$ cat src/rtl/resp_compactor.sv
// resp_compactor: folds one response beat per clock into a MISR and compares the final signature.
// Optional RESP_COMPACT_XMASK_EN adds resp_mask; masked bits contribute 0 to the signature.
module resp_compactor #(
    parameter int              WIDTH = 8,
    parameter int              SIG_W = 16,
    parameter logic [SIG_W-1:0] POLY = 16'h1021,
    parameter logic [SIG_W-1:0] SEED = 16'h0000,
    parameter int              CNT_W = 16
) (
    input  logic             clk,
    input  logic             rst_n,
    input  logic             start,
    input  logic [CNT_W-1:0] num_pat,
    input  logic [SIG_W-1:0] exp_sig,
    input  logic             resp_valid,
    input  logic [WIDTH-1:0] resp_data,
`ifdef RESP_COMPACT_XMASK_EN
    input  logic [WIDTH-1:0] resp_mask,
`endif
    output logic             busy,
    output logic             done,
    output logic             pass,
    output logic [SIG_W-1:0] sig,
    output logic [CNT_W-1:0] pat_cnt
);
    typedef enum logic [1:0] {IDLE, RUN, DONE} state_t;

    state_t           state, state_nx;
    logic [SIG_W-1:0] sig_nx, exp_q, exp_nx, misr;
    logic [CNT_W-1:0] cnt_nx, cnt_inc, np_q, np_nx;
    logic             pass_nx;
    logic [WIDTH-1:0] data_m;

`ifdef RESP_COMPACT_XMASK_EN
    assign data_m = resp_data & ~resp_mask;
`else
    assign data_m = resp_data;
`endif

    assign misr    = {sig[SIG_W-2:0], 1'b0} ^ (sig[SIG_W-1] ? POLY : '0) ^ SIG_W'(data_m);
    assign cnt_inc = pat_cnt + CNT_W'(1);
    assign busy    = state == RUN;
    assign done    = state == DONE;

    always_comb begin
        state_nx = state;
        sig_nx   = sig;
        cnt_nx   = pat_cnt;
        np_nx    = np_q;
        exp_nx   = exp_q;
        pass_nx  = pass;
        if (start && state != RUN) begin
            // a zero-length run completes on the start edge itself
            np_nx    = num_pat;
            exp_nx   = exp_sig;
            sig_nx   = SEED;
            cnt_nx   = '0;
            state_nx = (num_pat == '0) ? DONE : RUN;
            pass_nx  = (num_pat == '0) && (SEED == exp_sig);
        end else if (state == RUN && resp_valid) begin
            sig_nx = misr;
            cnt_nx = cnt_inc;
            if (cnt_inc == np_q) begin
                state_nx = DONE;
                pass_nx  = misr == exp_q;
            end
        end
    end

    always_ff @(posedge clk or negedge rst_n) begin
        if (!rst_n) begin
            state   <= IDLE;
            sig     <= SEED;
            pat_cnt <= '0;
            np_q    <= '0;
            exp_q   <= '0;
            pass    <= 1'b0;
        end else begin
            state   <= state_nx;
            sig     <= sig_nx;
            pat_cnt <= cnt_nx;
            np_q    <= np_nx;
            exp_q   <= exp_nx;
            pass    <= pass_nx;
        end
    end
endmodule

$ cat config.mk
export PLATFORM = sky130hd
export DESIGN_NAME = resp_compactor
export DESIGN_NICKNAME = d
export VERILOG_FILES = /design/src/rtl/resp_compactor.sv
export SDC_FILE = /design/constraint.sdc
export NUM_CORES = 1
export LEC_CHECK = 0
export CORE_MARGIN = 2
export CORE_UTILIZATION = 51
export DETAILED_ROUTE_END_ITERATION = 7
export GPL_TIMING_DRIVEN = 0
export PLACE_DENSITY_LB_ADDON = 0.15
export RECOVER_POWER = 25
export SLEW_MARGIN = 20
export SYNTH_ARGS = -nofsm -noshare
export SYNTH_HDL_FRONTEND = slang
export SYNTH_SLANG_ARGS = --single-unit
$ cat constraint.sdc
create_clock -name clk -period 3.3 [get_ports clk]
set_input_delay 0.99 -clock clk [delete_from_list [all_inputs] [get_ports clk]]
set_output_delay 0.99 -clock clk [all_outputs]
set_load 0.02 [all_outputs]
[Word level (Yosys, flattened, before mapping)]
Index checks and enable logic that the tools add are counted.
Word-level totals
  register bits: 67
  bits of input ports: 44
  output and inout bits: 35
  logic and storage cells: 34
Cells by class
  add/subtract/negate cells: 1
  eq/ne operators: 5
  multiplexer cells: 12
  bitwise operators: 2
  reductions and logical operators: 8
Operators with widths (number)
  16-bit 2-to-1 mux: 4
  16-bit == test: 2
  16-bit logical NOT: 2
  16-bit by 1-bit adder with 16-bit output (second input constant): 1
  16-bit by 13-bit XOR with 16-bit output: 1
  16-bit by 8-bit XOR with 16-bit output: 1
  13-bit 2-to-1 mux: 1
  2-bit 2-to-1 mux: 4
  2-bit nonzero test: 2
  1-bit logical AND: 3
  1-bit 2-to-1 mux: 3
  2-bit by 1-bit == test with 1-bit output (second input constant): 1
  2-bit == test (second input constant): 1
  2-bit by 1-bit inequality test with 1-bit output (second input constant): 1
  2-bit AND reduction: 1

[Depth between registers and ports, before layout]
Gate-level depths: netlist of the first run.
  word-level depth: 7
  mapped depth: 9
  mapped depth without buffers: 8

[Worst setup path before layout of the first run]
Ideal clock, no wire load.
  path type: reg-to-reg
  start point: reg pat_cnt[0]
  end point: reg pass
  library setup time: 0.125 ns
  arrival time: 2.541 ns
  required time: 3.175 ns
  slack: 0.634 ns
  cell stages (with the launch flop): 10
  buffers on the path: 1
  period minus slack after synthesis: 2.666 ns
  cell sequence: dfrtp_1 > ha_1 > and4_1 > buf_2 > nand4_2 > xnor2_1 > or3_1 > o311a_1 > o31ai_4 > mux2_4
Between the ends
  word-level cells in the longest chain between the ends: 4
RTL lines
  start: declaration: line 24  | output logic [CNT_W-1:0] pat_cnt
  start signal: assignment: line 81  | pat_cnt <= cnt_nx;
  16-bit by 1-bit adder with 16-bit output: line 41  | assign cnt_inc = pat_cnt + CNT_W'(1);
  16-bit == test: line 63  | if (cnt_inc == np_q) begin
  2-bit nonzero test (no line)
  2-bit AND reduction (no line)
  end signal: assignment: line 84  | pass <= pass_nx;
  end: declaration: line 22  | output logic pass,
Every way passes these cells.
A chain may end at the register's enable or synchronous reset.

[Final worst setup path of the first run]
  start point: in resp_valid
  end point: reg pass
Between the ends
  word-level cells in the longest chain between the ends: 3
RTL lines
  start: declaration: line 15  | input logic resp_valid,
  1-bit logical AND: line 60  | end else if (state == RUN && resp_valid) begin
  2-bit nonzero test (no line)
  2-bit AND reduction (no line)
Every way passes these cells.

==> run metrics, run 1 <==
total power=3.59 mW; Initial DRC Count=231; Post-DRT Antenna Nets=0; initial antenna violation count=0; DP Cell Count=slightly above 500; Resize count post-CTS=0; min-delay worst type=flip-flop to flip-flop; CP max stage delay=480 ps; Reg2Reg Depth=9; TritonCTS clock tree=done; syn_area_per_cell=10.7 um2; pin count of the biggest net entering global routing=54; warnings from Yosys=0; global-route wire length before repair=14700 um; Synth Instances=336; ys flop type=dfrtp_1; hpwl dp=6600 um; Via density=5.76; Final Max Slew Viols=0; most frequent CP cell=nand4_1; via count=3035; power density cells=758 nW/um2; CP endpoint kind=flip-flop; Residual DRC=0; Max-Cap Viols=0; pre-CTS WS=-5.98 ps; Core ar.=6790 um2; Detailed Route WL=~9000 um; Final setup viols=0; Yosys cell types=between 50 and 60; CP Data Arrival Time=3290 ps; row count=30; total CTS buffers=9; synth top area cells=dfrtp_1 (47%), mux2_2 (10%), xnor2_1 (6.3%), o21ai_0 (4.7%), xor2_1 (4.4%); RSZ-0062 raised after global routing=false; status=finished, final reports clean; Die ar.=7730 um2; LEAKAGE=1.93 nW; Synth Register Bits=67; clock buffer depth=2; Die Wd=87.9 um; delay-heaviest family, CP=simple AND/OR/NAND/NOR gates; worst skew pair latency=roughly 350 ps; Top Ports=79; drt pass-1 iters=5; PortBufs=78; root buf cell=clkbuf_8; post-synth top area cell=dfrtp_1; critical path depth in cells=8; worst path bufs/invs=1; final core area utilization=69.7%; gr usage total=25.1%; Synth top cells by count=dfrtp_1 (67), o21ai_0 (34), mux2_2 (32); antenna cells=0; vias in the first global route=2988; time the worst path needs with I/O delays and setup=3050 ps; Slew @ Worst Pin=1290 ps; Relative slew margins=about 14%; share of flip-flops with an asynchronous set or reset=100%; Hold Violations, Final=0; DIE HEIGHT=87.9 um; critical path startpoint category=input port; hold_buf cts=0; Worst Path Class, Setup=input port to flip-flop; Worst EP required=3540 ps; worst vdd ir=0.492 mV; post-CTS setup buffers=0; worst setup margin=251 ps; post-synth top area share=46.7%; share of post-route cells with drive strength above 1=14.4%; mapped cell area=3590 um2; post-synthesis sequential area ratio=a little under half; number of flops mapped to enable cells by yosys=0; setup_tns=0 ps; Starting Density=52.8%; highest-delay cell along the critical path=clkdlybuf4s50_1; Max Clock Skew=between 4 and 5 ps; clock tree sinks=between 60 and 70; routed len/inst=~17 um; GRT Residual Overflow=0; Clock transition at path regs=80 ps; fin nets=471; fmax=0.328 GHz; Area Overhead vs Synth=32.0%; RD Place Congestion=about 0.9; most instantiated library cell after synthesis=dfrtp_1; # H-tree levels=3; Syn Nets=381; critical path peak fanout=3; Hold Crit Depth=1; crit-path cells=clkdlybuf4s50_1 -> nand3b_1 -> nor3_1 -> nand4_1 -> nor4_1 -> nand4_1 -> o31ai_4 -> mux2_4; Layout Cells excl Fill=~530; fin crit share=92.4%
==> area by class of cell <==
| type | count | area [um2] |
|---|---|---|
| fillers | 529 | 2060 |
| clock buffers | 10 | 138 |
| clock inverters | 6 | 111 |
| well taps | 96 | 120 |
| flip-flops and latches | 67 | 1680 |
| plain buffers | 17 | 67.6 |
| multi-input cells | 247 | 1830 |
| repair buffers | 79 | 779 |
| inverters | 5 | 18.8 |
==> logic make-up (layout without fill, tap and decap cells) <==
kind of cell | Yosys count | in the layout | share of synthesized area (%)
flops | 67 | 67 | 46.7
xor+xnor | 44 | 44 | 10.7
buf+inv | 22 | 117 | 2.40
compound gates | 68 | 68 | 12.2
simple gates | 100 | 100 | 16.8
fa+ha+maj | 1 | 1 | 0.348
mux | 34 | 34 | 10.7
==> stage by stage <==
step / cell area (um2) / hold WS (ps)
detailed placement: 4520 / 505
CTS: 4760 / 490
global placement: 4490 / 493
floorplan: 3590 / 482
finish: 4740 / 521
global route: 4740 / 538
==> path summary, 6_finish.rpt <==
check / from / endpoint / slack, ps
max: resp_valid / pass$_DFFE_PN0P_ / 250
min: pat_cnt[15]$_DFFE_PN0P_ / pat_cnt[15]$_DFFE_PN0P_ / 520
max reg2reg: pat_cnt[0]$_DFFE_PN0P_ / pass$_DFFE_PN0P_ / 390
min reg2reg: pat_cnt[15]$_DFFE_PN0P_ / pat_cnt[15]$_DFFE_PN0P_ / 520
max in group asynchronous: rst_n / np_q[12]$_DFFE_PN0P_ / 880
min in group asynchronous: rst_n / pat_cnt[4]$_DFFE_PN0P_ / 690
==> layout by cell type, fill, tap and decap left out, drive strengths merged, types with 2 or more instances in the layout <==
cell	netlist	layout
nor3	3	3
nor2b	6	6
nand2	20	20
a22o	8	8
inv	5	6
dfrtp	67	67
xor2	18	18
nand2b	2	2
nor4	12	12
o21ai	35	35
nand3b	3	3
o31ai	7	7
and3	6	6
or3	2	2
nor3b	2	2
clkdlybuf4s50	0	77
and2	4	4
o22ai	2	2
o21a	2	2
clkbuf	14	26
nand4	14	14
xnor2	26	26
a21oi	5	5
buf	3	3
mux2	33	33
or4	2	2
bufinv	0	3
nand3	6	6
a31oi	2	2
nor2	13	13
==> flip-flops by register name, indices dropped and copies added (netlist names) <==
register and cells:
state 2, pat_cnt 16, sig 16, np_q 16, pass 1, exp_q 16
==> routing by layer <==
metal	vias up	track usage [%]	routed length [um]
li1	1400	-	-
met5	-	0	0
met4	0	9.93	164
met2	128	43.8	4720
met3	18	4.90	498
met1	1489	30.7	3640
==> where the power goes <==
group	internal (mW)	total (mW)	switching, mW
clock	0.524	0.864	0.340
combinational	0.705	1.38	0.672
sequential	1.10	1.35	0.251
total	2.33	3.59	1.26
No activity file was read; power rests on OpenSTA's default activity.
==> run 2: changes to the inputs <==
--- a/config.mk
+++ b/config.mk
@@ -5,8 +5,9 @@
 export SDC_FILE = /design/constraint.sdc
 export NUM_CORES = 1
 export LEC_CHECK = 0
-export CORE_MARGIN = 2
-export CORE_UTILIZATION = 51
+export CELL_PAD_IN_SITES_DETAIL_PLACEMENT = 1
+export CELL_PAD_IN_SITES_GLOBAL_PLACEMENT = 1
+export CORE_UTILIZATION = 39
 export DETAILED_ROUTE_END_ITERATION = 7
 export GPL_TIMING_DRIVEN = 0
 export PLACE_DENSITY_LB_ADDON = 0.15
==> run 2 against run 1 <==
Compared with the run above:
- the run now ends with DRC left
- critical endpoint unchanged
- clock skew about the same
- clock power decreased by 26%
- highest routed layer unchanged
- critical path type is now flip-flop to flip-flop
- global-route usage decreased by 2.6 points
- via count decreased by 0.86%
- die area increased by 24%
- worst setup slack improved by 170 ps
- clock-buffer cell count increased by 2
- utilization decreased by 17 points
- register-to-register slack improved by 30 ps
- flip-flop and latch count unchanged
==> run metrics, run 2 (synthesized netlist as in run 1, its figures left out) <==
status=finished with violations (was finished, final reports clean); failing checks=DRC; gr usage total=22.6% (was 25.1%); Via density=5.58 (was 5.76); CP Data Arrival Time=3120 ps (was 3290 ps); # H-tree levels=3 (unchanged); setup_tns=0 ps (unchanged); Clock transition at path regs=70 ps (was 80 ps); Starting Density=40.8% (was 52.8%); GRT Residual Overflow=0 (unchanged); post-CTS setup buffers=0 (unchanged); antenna cells=0 (unchanged); pre-CTS WS=37.9 ps (was -5.98 ps); Hold Crit Depth=1 (unchanged); CP endpoint kind=flip-flop (unchanged); worst path bufs/invs=1 (unchanged); PortBufs=78 (unchanged); Design Area, Final=4680 um2 (was 4740 um2); TritonCTS clock tree=done (unchanged); Die ar.=9590 um2 (was 7730 um2); RSZ-0062 raised after global routing=false (unchanged); pin count of the biggest net entering global routing=55 (was 54); area of placed instances=4530 um2 (was 4520 um2); worst skew pair latency=350 ps (about the same); Reg2Reg Depth=9 (unchanged); Initial DRC Count=73 (was 231); power density cells=727 nW/um2 (was 758 nW/um2); Worst EP required=3540 ps (about the same); fin crit share=87.3% (was 92.4%); Slew @ Worst Pin=1360 ps (was 1290 ps); min-delay worst type=flip-flop to flip-flop (unchanged); crit path from=pat_cnt[0]$_DFFE_PN0P_ (was resp_valid); share of post-route cells with drive strength above 1=14.2% (was 14.4%); Die Wd=97.9 um (was 87.9 um); hold_buf cts=0 (unchanged); Worst Path Class, Setup=flip-flop to flip-flop (was input port to flip-flop); total CTS buffers=9 (unchanged); R2R Path Start=pat_cnt[0]$_DFFE_PN0P_ (unchanged); commonest non-fill, non-tap cells in the layout=clkdlybuf4s50_1 (77), dfrtp_1 (67), o21ai_0 (34) (unchanged); row count=34 (was 30); RD Place Congestion=0.894 (was 0.924); Layout Cells excl Fill=539 (was 527); DP Cell Count=523 (was 511); time the worst path needs with I/O delays and setup=2880 ps (was 3050 ps); critical path depth in cells=9 (was 8); Residual DRC=2 (was 0); Reg-to-Reg End=pass$_DFFE_PN0P_ (unchanged); highest-delay cell along the critical path=dfrtp_1 (was clkdlybuf4s50_1); Hold Violations, Final=0 (unchanged); via count=3009 (was 3035); Final Max Slew Viols=0 (unchanged); Final setup viols=0 (unchanged); final core area utilization=53.2% (was 69.7%); global-route wire length before repair=16800 um (was 14700 um); clock tree sinks=67 (unchanged); WHS=516 ps (was 521 ps); hold_sp=pass$_DFFE_PN0P_ (was pat_cnt[15]$_DFFE_PN0P_); CP max stage delay=470 ps (was 480 ps); crit-path cells=ha_1 -> and4_1 -> buf_2 -> nand4_2 -> nor3_1 -> a21oi_1 -> o311a_1 -> o31ai_4 -> mux2_4 (was clkdlybuf4s50_1 -> nand3b_1 -> nor3_1 -> nand4_1 -> nor4_1 -> nand4_1 -> o31ai_4 -> mux2_4); Area Overhead vs Synth=30.5% (was 32.0%); Post-DRT Antenna Nets=0 (unchanged); most common cell after layout, fill and taps aside=clkdlybuf4s50_1 (unchanged); Resize count post-CTS=0 (unchanged); Detailed Route WL=10000 um (was 9020 um); vias in the first global route=3263 (was 2988); DIE HEIGHT=97.9 um (was 87.9 um); Core ar.=8810 um2 (was 6790 um2); worst vdd ir=0.334 mV (was 0.492 mV); worst setup margin=419 ps (was 251 ps); critical path peak fanout=8 (was 3); clock buffer depth=2 (unchanged); Top Ports=79 (unchanged); drt pass-1 iters=6 (was 5); initial antenna violation count=0 (unchanged); Relative slew margins=9.29% (was 14.0%); R2R Setup Slk=420 ps (was 390 ps); Max-Cap Viols=0 (unchanged); delay-heaviest family, CP=compound AO/OA/AOI/OAI gates (was simple AND/OR/NAND/NOR gates); Max Clock Skew=4.12 ps (was 4.06 ps); total power=3.40 mW (was 3.59 mW); fmax=0.347 GHz (was 0.328 GHz); fin nets=471 (unchanged); critical path startpoint category=flip-flop (was input port); LEAKAGE=1.89 nW (was 1.93 nW); FILL cells=1002 (was 529); routed len/inst=18.6 um (was 17.1 um); root buf cell=clkbuf_8 (unchanged); hpwl dp=7510 um (was 6600 um); hold path endpoint=pass$_DFFE_PN0P_ (was pat_cnt[15]$_DFFE_PN0P_)
run 2: power by group:
| group | total, mW | switching (mW) | internal (mW) |
|---|---|---|---|
| combinational | 1.40 | 0.697 | 0.705 |
| sequential | 1.36 | 0.260 | 1.10 |
| clock | 0.642 | 0.330 | 0.311 |
run 2: layout make-up:
type | instances | area [um2] | share of cell area, %
buffer | 17 | 67.6 | 1.44
clock buffer | 12 | 155 | 3.31
clock inverter | 4 | 25.0 | 0.534
inverter | 5 | 18.8 | 0.401
multi-input combinational | 247 | 1830 | 39.0
sequential | 67 | 1680 | 35.8
tap | 108 | 135 | 2.88
timing repair buffer | 79 | 779 | 16.6
run 2: how the worst max path moves through the flow:
| stage | slack [ps] | end |
|---|---|---|
| 2_1_floorplan | 630 | pass$_DFFE_PN0P_ |
| 3_3_place_gp | -1120 | pass$_DFFE_PN0P_ |
| 3_5_place_dp | 40 | pass$_DFFE_PN0P_ |
| 4_1_cts | 390 | pass$_DFFE_PN0P_ |
| 5_1_grt | 200 | pass$_DFFE_PN0P_ |
| 6_report | 420 | pass$_DFFE_PN0P_ |
run 2: layer usage:
| metal | routed length (um) | up-vias | global-route usage [%] |
|---|---|---|---|
| li1 | - | 1393 | - |
| met1 | 4080 | 1514 | 26.6 |
| met2 | 5280 | 79 | 40.0 |
| met3 | 380 | 23 | 3.29 |
| met4 | 289 | 0 | 11.4 |
| met5 | 0 | - | 0 |
==> run 3: changes to the inputs <==
--- a/config.mk
+++ b/config.mk
@@ -7,9 +7,11 @@
 export LEC_CHECK = 0
 export CELL_PAD_IN_SITES_DETAIL_PLACEMENT = 1
 export CELL_PAD_IN_SITES_GLOBAL_PLACEMENT = 1
+export CORE_MARGIN = 8
 export CORE_UTILIZATION = 39
 export DETAILED_ROUTE_END_ITERATION = 7
 export GPL_TIMING_DRIVEN = 0
+export HOLD_SLACK_MARGIN = 0.02
 export PLACE_DENSITY_LB_ADDON = 0.15
 export RECOVER_POWER = 25
 export SLEW_MARGIN = 20
==> run 3 against run 2 <==
Compared with the run above:
- the flow now finishes without violations
- worst setup slack worse by 27 ps
- flip-flop and latch count stayed put
- critical path depth is 1 lower
- critical path type is now input port to flip-flop
- critical endpoint unchanged
- sequential share of layout area is 0.12 points lower
- utilization is 1.3 points lower
- global-route usage is 5.3 points lower
- via count stayed put
- fmax is 0.94% lower
==> run metrics, run 3 (synthesized netlist as in run 1, its figures left out) <==
RD Place Congestion=0.849 (was 0.894); GRT Residual Overflow=0 (unchanged); total CTS buffers=9 (unchanged); Max Clock Skew=9.25 ps (was 4.12 ps); Relative slew margins=11.7% (was 9.29%); initial antenna violation count=0 (unchanged); Die Wd=112 um (was 97.9 um); drt pass-1 iters=4 (was 6); WHS=526 ps (was 516 ps); vias in the first global route=3417 (was 3263); Initial DRC Count=92 (was 73); Area Overhead vs Synth=31.0% (was 30.5%); worst vdd ir=0.385 mV (was 0.334 mV); critical path startpoint category=input port (was flip-flop); Sequential Power Share=39.5% (was 40.0%); min-delay worst type=flip-flop to flip-flop (unchanged); setup_tns=0 ps (unchanged); fin nets=471 (unchanged); hold_buf cts=0 (unchanged); Slew @ Worst Pin=1320 ps (was 1360 ps); critical path depth in cells=8 (was 9); Reg2Reg Depth=9 (unchanged); DIE HEIGHT=112 um (was 97.9 um); root buf cell=clkbuf_8 (unchanged); Final setup viols=0 (unchanged); Resize count post-CTS=0 (unchanged); Clock transition at path regs=80 ps (was 70 ps); critical path peak fanout=3 (was 8); LEAKAGE=1.90 nW (was 1.89 nW); CP max stage delay=480 ps (was 470 ps); most frequent CP cell=nand4_1; crit-path cells=clkdlybuf4s50_1 -> nand3b_1 -> nor3_1 -> nand4_1 -> nor4_1 -> nand4_1 -> o31ai_4 -> mux2_4 (was ha_1 -> and4_1 -> buf_2 -> nand4_2 -> nor3_1 -> a21oi_1 -> o311a_1 -> o31ai_4 -> mux2_4); Core ar.=9060 um2 (was 8810 um2); delay-heaviest family, CP=simple AND/OR/NAND/NOR gates (was compound AO/OA/AOI/OAI gates); pin count of the biggest net entering global routing=53 (was 55); P_int=2.15 mW (was 2.12 mW); Comb pwr share=40.5% (was 41.2%); Final Max Slew Viols=0 (unchanged); fmax=0.344 GHz (was 0.347 GHz); antenna cells=0 (unchanged); Max-Cap Viols=0 (unchanged); Hold Violations, Final=0 (unchanged); routed len/inst=19.5 um (was 18.6 um); Top Ports=79 (unchanged); worst path bufs/invs=1 (unchanged); # H-tree levels=3 (unchanged); PortBufs=78 (unchanged); clock buffer depth=2 (unchanged); gr usage total=17.3% (was 22.6%); Residual DRC=0 (was 2); Post-DRT Antenna Nets=0 (unchanged); fin crit share=88.1% (was 87.3%); TritonCTS clock tree=done (unchanged); clock group share of total power=20.0% (was 18.8%); Worst Path Class, Setup=input port to flip-flop (was flip-flop to flip-flop); status=finished, final reports clean (was finished with violations); global-route wire length before repair=17300 um (was 16800 um); commonest non-fill, non-tap cells in the layout=clkdlybuf4s50_1 (77), dfrtp_1 (67), o21ai_0 (34) (unchanged); Detailed Route WL=10600 um (was 10000 um); row count=35 (was 34); Via density=5.55 (was 5.58); worst skew pair latency=350 ps (about the same); Worst EP required=3540 ps (about the same); Hold Crit Depth=1 (unchanged); Sw Ratio=37.5% (was 37.8%); hpwl dp=8170 um (was 7510 um); highest-delay cell along the critical path=clkdlybuf4s50_1 (was dfrtp_1); power density cells=733 nW/um2 (was 727 nW/um2); post-CTS setup buffers=0 (unchanged); time the worst path needs with I/O delays and setup=2910 ps (was 2880 ps); share of post-route cells with drive strength above 1=14.4% (was 14.2%); most common cell after layout, fill and taps aside=clkdlybuf4s50_1 (unchanged); CP Data Arrival Time=3150 ps (was 3120 ps); Switch Pwr=1.29 mW (about the same); Starting Density=39.6% (was 40.8%); RSZ-0062 raised after global routing=false (unchanged); CP endpoint kind=flip-flop (unchanged); via count=3009 (unchanged); clock tree sinks=67 (unchanged); Die ar.=12500 um2 (was 9590 um2)
[run 3: final timing paths]
check / start / endpoint / slack, ps
max in group asynchronous: rst_n / exp_q[2]$_DFFE_PN0P_ / 770
min in group asynchronous: rst_n / pat_cnt[3]$_DFFE_PN0P_ / 730
max reg2reg: pat_cnt[0]$_DFFE_PN0P_ / pass$_DFFE_PN0P_ / 420
max: resp_valid / pass$_DFFE_PN0P_ / 390
min reg2reg: pass$_DFFE_PN0P_ / pass$_DFFE_PN0P_ / 530
min: pass$_DFFE_PN0P_ / pass$_DFFE_PN0P_ / 530
[run 3: worst register-to-register path: cells and delay by family, from the launching register on]
kind / cells / cell delay [ps]
flops: 1 / 470
compound gates: 2 / 500
buf+inv: 1 / 200
simple gates: 3 / 770
mux: 1 / 330
xor+xnor: 1 / 180
fa+ha+maj: 1 / 330
[run 3: layer usage]
layer,up-vias,wire (um),GRT usage [%]
met5,-,0,0
met4,0,204,6.83
met3,13,412,4.22
met2,75,5510,30.8
met1,1521,4440,19.5
li1,1400,-,-
[run 3: cell type report]
cell class | count | area, um2
inverter | 5 | 18.8
clock inverter | 7 | 68.8
timing repair buffer | 79 | 779
multi-input combinational | 247 | 1830
sequential | 67 | 1680
clock buffer | 9 | 124
buffer | 17 | 67.6
fill | 1013 | 4360
tap | 111 | 139
[run 3: power by group through the flow]
stage | combinational, mW | sequential, mW | clock [mW]
detailed placement | 1.42 | 1.38 | 0
global route | 1.53 | 1.40 | 0.737
finish | 1.39 | 1.36 | 0.690
floorplan | 0.876 | 1.38 | 0
global placement | 1.37 | 1.36 | 0
CTS | 1.42 | 1.36 | 0.709
[run 3: per-stage QoR]
step                      utilization (%)  instances  area, um2  setup WS (ps)  power [mW]
after global routing                 51.9        542       4700            226        3.67
after floorplan                         -        336       3590            634        2.25
after global placement               49.7        525       4510          -1120        2.73
after detailed placement             50.0        526       4530           25.3        2.79
after CTS                            52.1        542       4730            396        3.50
final                                51.9        542       4700            391        3.44
